--- config.mk ---
export PLATFORM = sky130hd
export DESIGN_NAME = chaos_sample_uart_framer_flat
export DESIGN_NICKNAME = d
export VERILOG_FILES = /design/src/rtl/chaos_sample_uart_framer_if.sv /design/src/rtl/chaos_sample_uart_framer.sv /design/src/flat_wrapper.sv
export SDC_FILE = /design/constraint.sdc
export NUM_CORES = 1
export LEC_CHECK = 0
export BUFFER_PORTS_ARGS = -buffer_cell sky130_fd_sc_hd__buf_4
export CAP_MARGIN = 30
export CORE_ASPECT_RATIO = 0.5
export CORE_MARGIN = 3
export CORE_UTILIZATION = 40
export CTS_BUF_LIST = sky130_fd_sc_hd__clkbuf_2
export CTS_CLUSTER_DIAMETER = 200
export DETAILED_ROUTE_END_ITERATION = 16
export SYNTH_ARGS = -nofsm -noshare
export SYNTH_HDL_FRONTEND = slang
export SYNTH_SLANG_ARGS = --single-unit
--- constraint.sdc ---
create_clock -name clk -period 5 [get_ports clk]
set_input_delay 1 -clock clk [delete_from_list [all_inputs] [get_ports clk]]
set_output_delay 1 -clock clk [all_outputs]
set_load 0.1 [all_outputs]
--- src/rtl/chaos_sample_uart_framer_if.sv ---
// Sample handshake between a chaotic-map core (master) and the UART framer (slave).
interface chaos_sample_uart_framer_if;
    logic [63:0] s_data;
    logic        s_valid;
    logic        s_ready;

    modport master (output s_data, output s_valid, input s_ready);
    modport slave  (input s_data, input s_valid, output s_ready);
endinterface

--- src/rtl/chaos_sample_uart_framer.sv ---
// Buffers 64-bit samples in a small FIFO and sends each as a 10-byte 8N1 frame:
// sync byte, 8 sample bytes LSB first, XOR checksum of the sample bytes.
module chaos_sample_uart_framer #(
    parameter int unsigned CLK_DIV    = 868,
    parameter int unsigned FIFO_DEPTH = 4,
    parameter logic [7:0]  SYNC_BYTE  = 8'hA5
) (
    input  logic                      clk,
    input  logic                      reset,
    chaos_sample_uart_framer_if.slave s_if,
    output logic                      tx,
    output logic                      busy,
    output logic [15:0]               frames_sent
);

    localparam int unsigned DIV_W = (CLK_DIV > 1) ? $clog2(CLK_DIV) : 1;
    localparam int unsigned PTR_W = (FIFO_DEPTH > 1) ? $clog2(FIFO_DEPTH) : 1;
    localparam int unsigned CNT_W = PTR_W + 1;
    localparam logic [DIV_W-1:0] DIV_LAST = DIV_W'(CLK_DIV - 1);
    localparam logic [3:0]       STOP_IDX = 4'd9;

    typedef enum logic [2:0] {
        ST_IDLE,
        ST_LOAD,
        ST_SYNC,
        ST_DATA,
        ST_CSUM
    } state_e;

    // FIFO storage and pointers
    logic [63:0]      mem_q [FIFO_DEPTH];
    logic [63:0]      mem_d [FIFO_DEPTH];
    logic [PTR_W-1:0] wr_ptr_q, wr_ptr_d;
    logic [PTR_W-1:0] rd_ptr_q, rd_ptr_d;
    logic [CNT_W-1:0] count_q, count_d;
    logic             s_ready_q, s_ready_d;

    // Frame engine
    state_e           state_q, state_d;
    logic [DIV_W-1:0] div_q, div_d;
    logic [3:0]       bit_q, bit_d;
    logic [2:0]       byte_k_q, byte_k_d;
    logic [7:0]       cur_byte_q, cur_byte_d;
    logic [63:0]      sr_q, sr_d;
    logic [7:0]       csum_q, csum_d;
    logic             tx_q, tx_d;
    logic             busy_q, busy_d;
    logic [15:0]      frames_q, frames_d;

    logic push_c;
    logic pop_c;
    logic fifo_avail_c;

    assign push_c       = s_if.s_valid && s_ready_q;
    assign pop_c        = (state_q == ST_LOAD);
    // A push this cycle is already visible to LOAD on the next one.
    assign fifo_avail_c = (count_q != '0) || push_c;

    assign s_if.s_ready = s_ready_q;
    assign tx           = tx_q;
    assign busy         = busy_q;
    assign frames_sent  = frames_q;

    // FIFO next-state: write at tail, pop at head when the FSM loads a frame
    always_comb begin
        mem_d    = mem_q;
        wr_ptr_d = wr_ptr_q;
        rd_ptr_d = rd_ptr_q;
        count_d  = count_q;
        if (push_c) begin
            mem_d[wr_ptr_q] = s_if.s_data;
            wr_ptr_d        = wr_ptr_q + PTR_W'(1);
        end
        if (pop_c) begin
            rd_ptr_d = rd_ptr_q + PTR_W'(1);
        end
        case ({push_c, pop_c})
            2'b10:   count_d = count_q + CNT_W'(1);
            2'b01:   count_d = count_q - CNT_W'(1);
            default: count_d = count_q;
        endcase
        // Ready looks only at occupancy, so a pop never opens a slot in the same cycle.
        s_ready_d = (count_d != CNT_W'(FIFO_DEPTH));
    end

    // Frame FSM next-state, bit timing and registered tx/busy
    always_comb begin
        state_d    = state_q;
        div_d      = div_q;
        bit_d      = bit_q;
        byte_k_d   = byte_k_q;
        cur_byte_d = cur_byte_q;
        sr_d       = sr_q;
        csum_d     = csum_q;
        frames_d   = frames_q;
        tx_d       = 1'b1;
        busy_d     = 1'b0;

        case (state_q)
            ST_IDLE: begin
                if (fifo_avail_c) begin
                    state_d = ST_LOAD;
                end
            end
            ST_LOAD: begin
                sr_d       = mem_q[rd_ptr_q];
                csum_d     = 8'h00;
                cur_byte_d = SYNC_BYTE;
                bit_d      = 4'd0;
                div_d      = '0;
                state_d    = ST_SYNC;
            end
            ST_SYNC, ST_DATA, ST_CSUM: begin
                if (div_q != DIV_LAST) begin
                    div_d = div_q + DIV_W'(1);
                end else begin
                    div_d = '0;
                    if (bit_q != STOP_IDX) begin
                        bit_d = bit_q + 4'd1;
                    end else begin
                        bit_d = 4'd0;
                        if (state_q == ST_SYNC || (state_q == ST_DATA && byte_k_q != 3'd7)) begin
                            state_d    = ST_DATA;
                            byte_k_d   = (state_q == ST_SYNC) ? 3'd0 : byte_k_q + 3'd1;
                            cur_byte_d = sr_q[7:0];
                            csum_d     = csum_q ^ sr_q[7:0];
                            sr_d       = {8'h00, sr_q[63:8]};
                        end else if (state_q == ST_DATA) begin
                            state_d    = ST_CSUM;
                            cur_byte_d = csum_q;
                        end else begin
                            frames_d = frames_q + 16'd1;
                            state_d  = fifo_avail_c ? ST_LOAD : ST_IDLE;
                        end
                    end
                end
            end
            default: begin
                state_d = ST_IDLE;
            end
        endcase

        // Line level follows the bit the engine will be in next cycle.
        busy_d = (state_d != ST_IDLE);
        if (state_d == ST_SYNC || state_d == ST_DATA || state_d == ST_CSUM) begin
            if (bit_d == 4'd0) begin
                tx_d = 1'b0;
            end else if (bit_d == STOP_IDX) begin
                tx_d = 1'b1;
            end else begin
                tx_d = cur_byte_d[3'(bit_d - 4'd1)];
            end
        end
    end

    // State registers; reset flushes the FIFO and abandons any frame
    always_ff @(posedge clk) begin
        mem_q <= mem_d;
        if (reset) begin
            wr_ptr_q   <= '0;
            rd_ptr_q   <= '0;
            count_q    <= '0;
            s_ready_q  <= 1'b1;
            state_q    <= ST_IDLE;
            div_q      <= '0;
            bit_q      <= 4'd0;
            byte_k_q   <= 3'd0;
            cur_byte_q <= 8'h00;
            sr_q       <= 64'h0;
            csum_q     <= 8'h00;
            tx_q       <= 1'b1;
            busy_q     <= 1'b0;
            frames_q   <= 16'h0000;
        end else begin
            wr_ptr_q   <= wr_ptr_d;
            rd_ptr_q   <= rd_ptr_d;
            count_q    <= count_d;
            s_ready_q  <= s_ready_d;
            state_q    <= state_d;
            div_q      <= div_d;
            bit_q      <= bit_d;
            byte_k_q   <= byte_k_d;
            cur_byte_q <= cur_byte_d;
            sr_q       <= sr_d;
            csum_q     <= csum_d;
            tx_q       <= tx_d;
            busy_q     <= busy_d;
            frames_q   <= frames_d;
        end
    end

endmodule

--- src/flat_wrapper.sv ---
// flat-port wrapper written by rule: the top's interface ports become plain ports
module chaos_sample_uart_framer_flat 
#(
    parameter int unsigned CLK_DIV    = 868,
    parameter int unsigned FIFO_DEPTH = 4,
    parameter logic [7:0]  SYNC_BYTE  = 8'hA5
)
  (clk, reset, tx, busy, frames_sent, s_if_s_data, s_if_s_valid, s_if_s_ready);
  chaos_sample_uart_framer_if s_if_i ();
  input  logic clk;
  input  logic reset;
  output logic tx;
  output logic busy;
  output logic [15:0] frames_sent;
  input wire logic [$bits(s_if_i.s_data)-1:0] s_if_s_data;
  input wire logic [$bits(s_if_i.s_valid)-1:0] s_if_s_valid;
  output wire logic [$bits(s_if_i.s_ready)-1:0] s_if_s_ready;
  assign s_if_i.s_data = s_if_s_data;
  assign s_if_i.s_valid = s_if_s_valid;
  assign s_if_s_ready = s_if_i.s_ready;
  chaos_sample_uart_framer #(.CLK_DIV(CLK_DIV), .FIFO_DEPTH(FIFO_DEPTH), .SYNC_BYTE(SYNC_BYTE)) u_core (.clk(clk), .reset(reset), .s_if(s_if_i), .tx(tx), .busy(busy), .frames_sent(frames_sent));
endmodule
# Word level (Yosys, flattened, before mapping)
# Cells that the tools add are included.
# totals
word_cells	110
reg_bits	382
inputBits	67
# op_classes
add_sub_neg	9
n_bitwise	8
n_mux	37
eq_ne	17
n_reduce_logical	17
magnitude_cmp	4
# ops
operator	count
$mux 64	6
$bwmux 256	1
$bmux 64 s2	1
$demux 64 s2	1
$pmux 64 s2	1
$mux 8	7
$pmux 8 s2	2
$pmux 10 s2	1
$mux 3	6
$add 16x1->16 const B	1
$eq 3x2->1 const B	4
$add 10x1->10 const B	1
$mux 10	1
$ne 10x10->1 const B	1
$pmux 3 s3	1
$mux 4	2
$pmux 4 s2	1
$reduce_and 4->1	2
$xor 8x8->8	1
$add 3x1->3 const B	2
$eq 3x3->1 const B	2
$ge 3x3->1 const B	2
$ne 3x3->1 const B	2
$not 2->3	2
other kinds (25)	41

# Depth between registers and ports, before layout
# logic_depth
depth_word	13
mapped_depth	13
depth_no_buf	11

# Worst setup path before layout
# Ideal clock, no wire load.
# synth_timing
path_type	register to register
from	register u_core.s_ready_q, in the netlist u_core.s_if.s_ready
to	register u_core.mem_q[0] (netlist name) (enable)
path_slack_ns	1.878
t_required_ns	4.571
path_stages_with_launch	2
arrival_time_ns	2.693
n_path_buf	0
cell_sequence	dfxtp_1 > and3_1
# synth_via
elab_chain_cells	1
# synth_rtl
item	line	source
start: declaration	chaos_sample_uart_framer.sv:36	logic s_ready_q, s_ready_d;
start signal: assignment	chaos_sample_uart_framer.sv:178	s_ready_q <= s_ready_d;
$logic_and 1x1->1	chaos_sample_uart_framer.sv:54	assign push_c = s_if.s_valid && s_ready_q;
end signal: assignment	chaos_sample_uart_framer.sv:158	mem_q <= mem_d;
end: declaration	chaos_sample_uart_framer.sv:31	logic [63:0] mem_q [FIFO_DEPTH];
# No other way between the ends.
# A chain may end at the register's enable or synchronous reset.

# Worst setup path in the final report
# layout_timing
from	register u_core.div_q[0]
to	register u_core.sr_q[9]
# layout_via
elab_chain_cells	3
# layout_rtl
item	line	source
start: declaration	chaos_sample_uart_framer.sv:40	logic [DIV_W-1:0] div_q, div_d;
start signal: assignment	chaos_sample_uart_framer.sv:180	div_q <= div_d;
$ne 10x10->1	chaos_sample_uart_framer.sv:114	if (div_q != DIV_LAST) begin
$ne 2x2->1 (no line)	n/a	
$reduce_and 4->1 (no line)	n/a	
end signal: assignment	chaos_sample_uart_framer.sv:184	sr_q <= sr_d;
end: declaration	chaos_sample_uart_framer.sv:44	logic [63:0] sr_q, sr_d;
# No other way between the ends.

==> flow_summary_export.csv <==
group,metric,value,unit
cts,cts_tree,"built",
setup_path,slowest_stage,"and2_4",
sta,drv_slew,0,
drt,post_drt_wl_per_cell,17.8,µm
setup_path,cp-end-kind,"flop",
drt,first_pass_iters,4,
cells_and_area,nets,1259,
sta,slew_headroom,34.7,%
cts,post_cts_buffers,0,
sta,fmax,0.307,GHz
worst_hold_path,min_path_cells,1,
cells_and_area,final_area,17000,µm²
setup_path,rr_startpoint,"u_core.div_q[0]",
drt,antenna_left,0,
cts,root_buffer,"clkbuf_2",
sta,fin_setup_tns,0,ns
setup_path,cp_top_family,"simple AND/OR/NAND/NOR gates",
drt,routed_wirelength,30.9,mm
worst_hold_path,holdPathEnd,"u_core.mem_q[90]",
floorplan,io_pins,86,
synth,synth_seq_cells,382,
setup_path,worstPathArrival,4.10,ns
cells_and_area,final_common_cell,"edfxtp_1",
drt,drc,0,
run_status,outcome,"finished, final reports clean",
drt,vias_per_cell,5.13,
synth,synth-seq-area-share,68.1,%
setup_path,reg2reg_slack,1.75,ns
cts,clockBufferDepth,3,
cells_and_area,layout_common_cells,"256 x edfxtp_1, 161 x nand2_1, 140 x clkbuf_2, 133 x nor2_1, 124 x dfxtp_1",
synth,synth_ff_type,"edfxtp_1",
power_and_ir_drop,p_leak,5.90,nW
global_route,grt_pass1_wl,49.0,mm
global_route,overflow,0,
placed_design,gp_congestion,0.796,
global_route,grt_usage,15.6,%
setup_path,slowest_delay,0.78,ns
power_and_ir_drop,powerDensity,477,nW/µm²
sta,clock_skew,0.101,ns
sta,period_minus_slack,3.25,ns
sta,worst_pin_slew,0.970,ns
power_and_ir_drop,peakVddDrop,253,µV
synth,syn_area,15000,µm²
sta,final.period_utilization,65.0,%
cts,clk_pin_slew,0.13,ns
floorplan,die_h,143,µm
synth,synth_edf_count,256,
worst_hold_path,hold_class,"primary input to flop",
setup_path,r2r-end,"u_core.sr_q[9]",
placed_design,place_area,16100,µm²
cts,post_cts_resized,0,
setup_path,worstRegToRegCells,8,
setup_path,crit_fanout,97,
drt,drtIter0Drc,560,
job,drv_cap,0,
floorplan,initial_core_util,41.1,%
floorplan,row_count,49,
power_and_ir_drop,p_total,8.08,mW
placed_design,placed_cells,1576,
synth,ys_warn_count,0,
floorplan,core-area,36400,µm²
drt,vias,8934,
worst_hold_path,hp-start,"s_if_s_data[26]",
setup_path,worstPathRequired,5.85,ns
synth,syn_inst,1059,
setup_path,crit_type,"flop to flop",
synth,synth.avg_cell_area,14.1,µm²
floorplan,die_w,280,µm
cts,clk_latency,1.02,ns
cts,htree_levels,3,
cells_and_area,syn2layout_area_growth,13.2,%
global_route,grt_pass1_vias,9204,
setup_path,cp_cell_sequence,"ha_1 > nand2b_1 > or4_1 > o21ai_0 > and2_4 > buf_4 > nor2_1 > a311oi_1",
cells_and_area,drive_gt1_share,27.1,%
cts,clock_sinks,382,
cells_and_area,stdcell_count,1741,
synth,syn-num-nets,1138,
synth,async_reset_ff_share,0,%
placed_design,dp_hpwl,18.7,mm
global_route,grt_antenna_before_repair,1,
synth,synth_cell_types,49,
setup_path,path_buf_inv,1,
sta,rsz0062_at_grt,"no",
cts,holdBufCountCts,0,
global_route,grt_max_degree,98,
sta,hold_violations,0,
cts,cts_buffers,86,
placed_design,portBuffers,85,
floorplan,die-area,40000,µm²
setup_path,critPathLaunchType,"flop",
sta,setup_viol,0,
per-layer routing:
| layer | vias up | track usage [%] | wire, µm |
|---|---|---|---|
| met4 | 0 | 5.02 | 515 |
| met2 | 155 | 26.4 | 15400 |
| met3 | 52 | 4.38 | 1360 |
| li1 | 4275 | - | - |
| met5 | - | 0 | 0 |
| met1 | 4452 | 19.8 | 13700 |
state kept, by name (all words and copies together) (netlist names), 2 cells and up:
name	count
u_core.cur_byte_q	8
u_core.csum_q	8
u_core.state_q	3
u_core.byte_k_q	3
u_core.sr_q	64
u_core.rd_ptr_q	2
u_core.count_q	3
u_core.wr_ptr_q	2
u_core.bit_q	4
u_core.div_q	10
u_core.frames_sent	16
u_core.mem_q	256
power by group:
part | internal, mW | switching, mW | total [mW]
clock | 0.794 | 1.21 | 2.00
sequential | 3.85 | 0.243 | 4.09
combinational | 0.827 | 1.16 | 1.99
worst register-to-register path: cells and delay by family (launching register included):
kind	cells	cell delay [ns]
flops	1	0.38
simple gates	4	1.69
compound gates	2	0.54
fa+ha+maj	1	0.22
buf+inv	1	0.37
stage by stage:
stage	utilization, %	setup slack, ns	hold WS (ns)
after detailed placement	44.3	1.76	0.448
after global placement	44.1	1.86	0.444
after global routing	46.5	1.45	0.0536
final	46.6	1.75	0.178
after floorplan	-	1.88	0.436
after CTS	46.5	1.76	0.0512
worst max path at each step:
stage	start	endpoint	slack, ns	cells after the start
CTS	u_core.div_q[0]	u_core.sr_q[8]	1.76	8
detailed placement	u_core.div_q[0]	u_core.sr_q[18]	1.76	8
finish	u_core.div_q[0]	u_core.sr_q[9]	1.75	8
global placement	u_core.div_q[0]	u_core.sr_q[11]	1.86	8
floorplan	u_core.s_if.s_ready	u_core.mem_q[0]	1.88	1
global route	u_core.div_q[1]	u_core.sr_q[12]	1.45	8
cells by family after synthesis:
kind of cell	count (synthesis)	synth area share, %
buffers and inverters	76	2.09
adders and majority gates	12	1.05
and+or+nand+nor	363	10.6
DFF	382	68.1
xor gates and xnor gates	29	1.70
AOI/OAI and AO/OA	126	6.21
muxes	71	10.2
synthesized netlist by cell type (3+ instances only):
master / number / area, µm²
edfxtp_1: 256 / 7690
nand2_1: 161 / 604
nor2_1: 134 / 503
dfxtp_1: 126 / 2520
mux4_2: 65 / 1460
a311oi_1: 58 / 508
clkbuf_1: 44 / 165
a21oi_1: 22 / 110
xor2_1: 18 / 158
and3_1: 16 / 100
o21ai_0: 16 / 80.1
a22oi_1: 11 / 82.6
ha_1: 11 / 138
xnor2_1: 11 / 96.3
buf_2: 10 / 50.1
inv_1: 10 / 37.5
buf_1: 9 / 33.8
nand3_1: 9 / 45.0
a211oi_1: 6 / 45.0
nor3_1: 6 / 30.0
or3_1: 6 / 37.5
mux2_2: 5 / 56.3
nand4_1: 5 / 31.3
a21oi_2: 4 / 35.0
a31oi_1: 4 / 25.0
nand2b_1: 3 / 18.8
nor2b_1: 3 / 18.8
or2_2: 3 / 18.8
final cells by class:
type / instances / area, µm²
diodes: 3 / 7.51
clock buffers: 140 / 701
clock inverters: 22 / 129
fillers: 3250 / 19500
inverters: 10 / 37.5
multi-input cells: 601 / 4480
flip-flops and latches: 382 / 10200
well taps: 484 / 606
repair buffers: 99 / 783
Note: power is estimated with default switching activity, not from simulation.
